`config.mk`:
```
export PLATFORM = sky130hd
export DESIGN_NAME = store_buffer
export DESIGN_NICKNAME = d
export VERILOG_FILES = /design/src/rtl/store_buffer.sv
export SDC_FILE = /design/constraint.sdc
export NUM_CORES = 1
export LEC_CHECK = 0
export CAP_MARGIN = 20
export CORE_MARGIN = 4
export CORE_UTILIZATION = 50
export DETAILED_ROUTE_END_ITERATION = 8
export PLACE_DENSITY = 0.8
export SYNTH_ARGS = -nofsm -noshare
export SYNTH_HDL_FRONTEND = slang
export SYNTH_SLANG_ARGS = --single-unit
```
`constraint.sdc`:
```
create_clock -name clk -period 6.2 [get_ports clk]
set_clock_uncertainty 0.1 [all_clocks]
set_input_delay 0.93 -clock clk [delete_from_list [all_inputs] [get_ports clk]]
set_output_delay 0.93 -clock clk [all_outputs]
set_load 0.02 [all_outputs]
```
`src/rtl/store_buffer.sv`:
```
// store_buffer: posted-write FIFO between the CPU data port and data memory; loads take the port first.
// Define STORE_BUFFER_FORWARD_EN to forward loads that hit a buffered store instead of stalling them.
module store_buffer #(
    parameter int DEPTH = 4
) (
    input  logic        clk,
    input  logic        reset,
    input  logic        cpu_we,
    input  logic        cpu_re,
    input  logic [31:0] cpu_addr,
    input  logic [31:0] cpu_wdata,
    output logic [31:0] cpu_rdata,
    output logic        stall,
    output logic        mem_req,
    output logic        mem_we,
    output logic [31:0] mem_addr,
    output logic [31:0] mem_wdata,
    input  logic [31:0] mem_rdata,
    input  logic        mem_ready,
    output logic        empty
);
    localparam int AW = $clog2(DEPTH);
    localparam int CW = AW + 1;

    logic [29:0]   addr_q [DEPTH];
    logic [29:0]   addr_d [DEPTH];
    logic [31:0]   data_q [DEPTH];
    logic [31:0]   data_d [DEPTH];
    logic [AW-1:0] head_q, head_d, tail_q, tail_d, idx;
    logic [CW-1:0] count_q, count_d;
    logic [31:0]   fwd_data;
    logic          hit, full, load_mem, drain, push, pop;

    assign full  = count_q == CW'(DEPTH);
    assign empty = count_q == '0;

    // Scan oldest to youngest so the last match seen is the youngest store.
    always_comb begin
        hit = 1'b0;
        fwd_data = '0;
        idx = head_q;
        for (int k = 0; k < DEPTH; k++) begin
            idx = head_q + AW'(k);
            if (CW'(k) < count_q && addr_q[idx] == cpu_addr[31:2]) begin
                hit = 1'b1;
                fwd_data = data_q[idx];
            end
        end
    end

    assign load_mem  = !reset && cpu_re && !hit;
    assign drain     = !reset && !load_mem && !empty;
    assign push      = !reset && cpu_we && !cpu_re && !full;
    assign pop       = drain && mem_ready;
    assign mem_req   = load_mem || drain;
    assign mem_we    = drain;
    assign mem_addr  = load_mem ? {cpu_addr[31:2], 2'b00} : drain ? {addr_q[head_q], 2'b00} : '0;
    assign mem_wdata = drain ? data_q[head_q] : '0;

`ifdef STORE_BUFFER_FORWARD_EN
    logic unused_bits;
    assign unused_bits = ^cpu_addr[1:0];
    assign cpu_rdata   = (cpu_re && hit) ? fwd_data : mem_rdata;
    assign stall       = !reset && (cpu_re ? (!hit && !mem_ready) : (cpu_we && full));
`else
    logic unused_bits;
    assign unused_bits = ^{cpu_addr[1:0], fwd_data};
    assign cpu_rdata   = mem_rdata;
    assign stall       = !reset && (cpu_re ? (hit || !mem_ready) : (cpu_we && full));
`endif

    always_comb begin
        addr_d  = addr_q;
        data_d  = data_q;
        head_d  = head_q + AW'(pop);
        tail_d  = tail_q + AW'(push);
        count_d = count_q + CW'(push) - CW'(pop);
        if (push) begin
            addr_d[tail_q] = cpu_addr[31:2];
            data_d[tail_q] = cpu_wdata;
        end
    end

    always_ff @(posedge clk) begin
        addr_q <= addr_d;
        data_q <= data_d;
        if (reset) begin
            head_q  <= '0;
            tail_q  <= '0;
            count_q <= '0;
        end else begin
            head_q  <= head_d;
            tail_q  <= tail_d;
            count_q <= count_d;
        end
    end
endmodule

```
==> impl_metrics.sql <==
INSERT INTO impl_metrics (metric_group, metric, value, unit) VALUES
('hold_path', 'timing.hold.worst.start', 'tail_q[1]', ''),
('floorplanning', 'die_area', '31020', 'sq um'),
('timing', 'slew_headroom', '0.3071', ''),
('global_route', 'grt_remaining_overflow', '0', ''),
('setup_path', 'critPathMaxFanout', '33', ''),
('clock_network', 'clock_transition_at_the_registers_of_the_reported_paths', '0.06', 'ns'),
('setup_path', 'regToRegEndpoint', 'count_q[2]', ''),
('hold_path', 'whs_endpoint', 'tail_q[1]', ''),
('global_route', 'antenna_found_initial', '1', ''),
('hold_path', 'worst_hold_path.num_cells', '2', ''),
('outcome', 'run_status', 'finished clean', ''),
('setup_path', 'worst-r2r-setup-slack', '1.68', 'ns'),
('setup_path', 'cp_data_required_time', '5.17', 'ns'),
('floorplanning', 'core_area', '27860', 'sq um'),
('run', 'drv_cap', '0', ''),
('synth', 'distinct_cell_type_count_after_synthesis', '60', ''),
('place', 'detailed_place_hpwl', '23.80', 'mm'),
('final_layout', 'synthToLayoutAreaGrowth', '17.07', '%'),
('place', 'gp_congestion', '0.9728', ''),
('final_layout', 'design.final.nets', '1206', ''),
('power', 'total_chip_power', '4.878', 'mW'),
('synth', 'synth_edf_count', '248', ''),
('drt', 'vias_per_cell', '5.913', ''),
('drt', 'wl_per_cell', '23.37', 'um'),
('place', 'postPlaceCellArea', '15660', 'sq um'),
('synth', 'yosysWarnings', '0', ''),
('drt', 'final_antenna_net_count', '0', ''),
('floorplanning', 'io_pins', '201', ''),
('setup_path', 'data_arrival_at_the_endpoint_of_the_critical_path', '4.98', 'ns'),
('timing', 'timing.final.setup_violations', '0', ''),
('clock_network', 'cts-hold-fix-buffers', '0', ''),
('drt', 'drc', '0', ''),
('global_route', 'grt_start_max_net_pins', '48', ''),
('place', 'io_buffer_count', '132', ''),
('global_route', 'grt_util_all_layers', '0.2199', ''),
('hold_path', 'worstHoldPathType', 'reg2reg', ''),
('timing', 'worstMarginPinSlew', '1.037', 'ns'),
('final_layout', 'antenna-diode-count', '0', ''),
('final_layout', 'num-fill-cells', '2134', ''),
('power', 'total_leakage_power', '5.366', 'nW'),
('final_layout', 'register_area', '7595', 'sq um'),
('synth', 'synth-seq-cells', '255', ''),
('timing', 'rsz0062_at_grt', 'no', ''),
('synth', 'netlist_area', '14130', 'sq um'),
('final_layout', 'layout-drive-gt1-share', '0.1768', ''),
('setup_path', 'path_class', 'reg2out', ''),
('synth', 'synth-async-reset-ratio', '0', ''),
('clock_network', 'cts-buffers-inserted', '27', ''),
('global_route', 'grt_pass1_vias', '8995', ''),
('floorplanning', 'initial_core_util', '0.5073', ''),
('setup_path', 'setup.worst_path.start_class', 'register', ''),
('power', 'pwr_density_cell', '294.8', 'nW/um^2'),
('synth', 'ys_dominant_reg_cell', 'edfxtp_1', ''),
('setup_path', 'r2r.worst_path.cells', '15', ''),
('final_layout', 'area_of_combinational_cells_with_multiple_inputs', '5792', 'sq um'),
('synth', 'ys_seq_area_frac', '0.5368', ''),
('floorplanning', 'rows', '61', ''),
('floorplanning', 'floorplan.die.width', '176.1', 'um'),
('place', 'post-place-ws', '0.4085', 'ns'),
('timing', 'fmax', '0.1663', 'GHz'),
('drt', 'dr.first_iter.drc_count', '838', ''),
('drt', 'routed_wl', '35.01', 'mm'),
('timing', 'final.setup.worst_slack', '0.1874', 'ns'),
('synth', 'synthTopCellsByArea', 'edfxtp_1, mux4_2, mux2i_1', ''),
('timing', 'timing_max_transition_violations_final', '0', ''),
('synth', 'synth_most_common_cell', 'edfxtp_1', ''),
('drt', 'vias', '8857', ''),
('setup_path', 'critical_path.endpoint_type', 'output port', ''),
('synth', 'avgSynthCellArea', '14.18', 'sq um'),
('timing', 'timing_hold_violations_final', '0', ''),
('clock_network', 'tritoncts', 'yes', '');
[repair_timing]
| item | in CTS | in global routing |
|---|---|---|
| buffers inserted | 0 | 2 |
| gates resized for setup | 0 | 1 |
| setup endpoints to repair | 0 | 36 |
[registers in the layout, summed over array words and instances, names as in the netlist]
signal / cells
data_q: 128
count_q: 3
tail_q: 2
addr_q: 120
head_q: 2
[through the flow]
step	std cells	hold WS (ns)
floorplan	998	0.4518
detailed placement	1447	0.5140
finish	1498	0.5232
global route	1498	0.5336
CTS	1496	0.5202
global placement	1447	0.4970
[worst max path at each step]
stage                      start             to  slack [ns]  cells after the start
finish                 head_q[1]  mem_wdata[11]        0.19                     13
global placement     cpu_addr[5]   mem_addr[17]        0.45                     11
detailed placement  cpu_addr[20]   mem_addr[17]        0.41                     11
global route           head_q[0]  mem_wdata[11]        0.04                     12
floorplan                 cpu_re    addr_q[100]        0.14                      3
CTS                    head_q[0]  mem_wdata[11]        0.01                     12
[metal layers]
| layer | global-route usage | vias to the layer above | routed length (um) |
|---|---|---|---|
| li1 | - | 3951 | - |
| met1 | 0.2837 | 4390 | 13500 |
| met2 | 0.3741 | 446 | 17350 |
| met3 | 0.05974 | 68 | 3360 |
| met4 | 0.05133 | 2 | 790 |
| met5 | 0 | - | 13 |
[cell families after synthesis]
kind of cell	count (synthesis)	synth area share
buffers and inverters	129	0.05586
and+or+nand+nor	181	0.06551
other	1	0.0002653
muxes	231	0.2263
AOI/OAI and AO/OA	76	0.03656
DFF	255	0.5368
xor gates and xnor gates	119	0.07374
adders and majority gates	5	0.004958
[area by class of cell]
| cell class | count | share of cell area |
|---|---|---|
| tap | 378 | 0.02858 |
| inverter | 25 | 0.005823 |
| clock inverter | 16 | 0.009074 |
| timing repair buffer | 177 | 0.1053 |
| multi-input combinational | 614 | 0.3500 |
| clock buffer | 33 | 0.04220 |
| sequential | 255 | 0.4590 |
[critical path, stage by stage, from the launching register on]
cell,delay (ns)
dfxtp_4,0.52
buf_4,0.28
mux2i_1,0.51
o22ai_1,0.27
nor4_1,0.45
a21oi_1,0.13
a2111oi_0,0.42
nand4_1,0.23
nand4b_4,0.19
buf_4,0.16
o21ai_2,0.06
buf_4,0.26
nor2b_1,0.26
clkdlybuf4s50_1,0.67
[power breakdown]
group | switching, mW | internal, mW | leakage (nW)
combinational | 0.728 | 0.610 | 2.65
clock | 0.673 | 0.889 | 0.414
sequential | 0.0429 | 1.93 | 2.30
total | 1.44 | 3.43 | 5.37
[cells in the final DEF, fill, tap and decap left out, types with 4 or more instances in the layout]
cell and n:
nand4_1 15, mux2_4 14, dfxtp_1 5, nand2_1 49
clkbuf_16 27, mux2_2 22, xor2_1 28, buf_12 6
a211oi_1 7, clkbuf_1 6, buf_4 38, ha_1 4
nor3_1 9, mux2i_1 132, mux4_2 63, o211ai_1 4
clkinv_2 7, nor2_1 38, o21ai_0 15, clkdlybuf4s50_1 132
a21oi_1 13, nand3_1 5, nor2b_1 38, edfxtp_1 248
a31oi_1 7, o22ai_1 5, xnor2_1 91, inv_1 24
nor4_1 10
(Power assumes the default switching activity.)
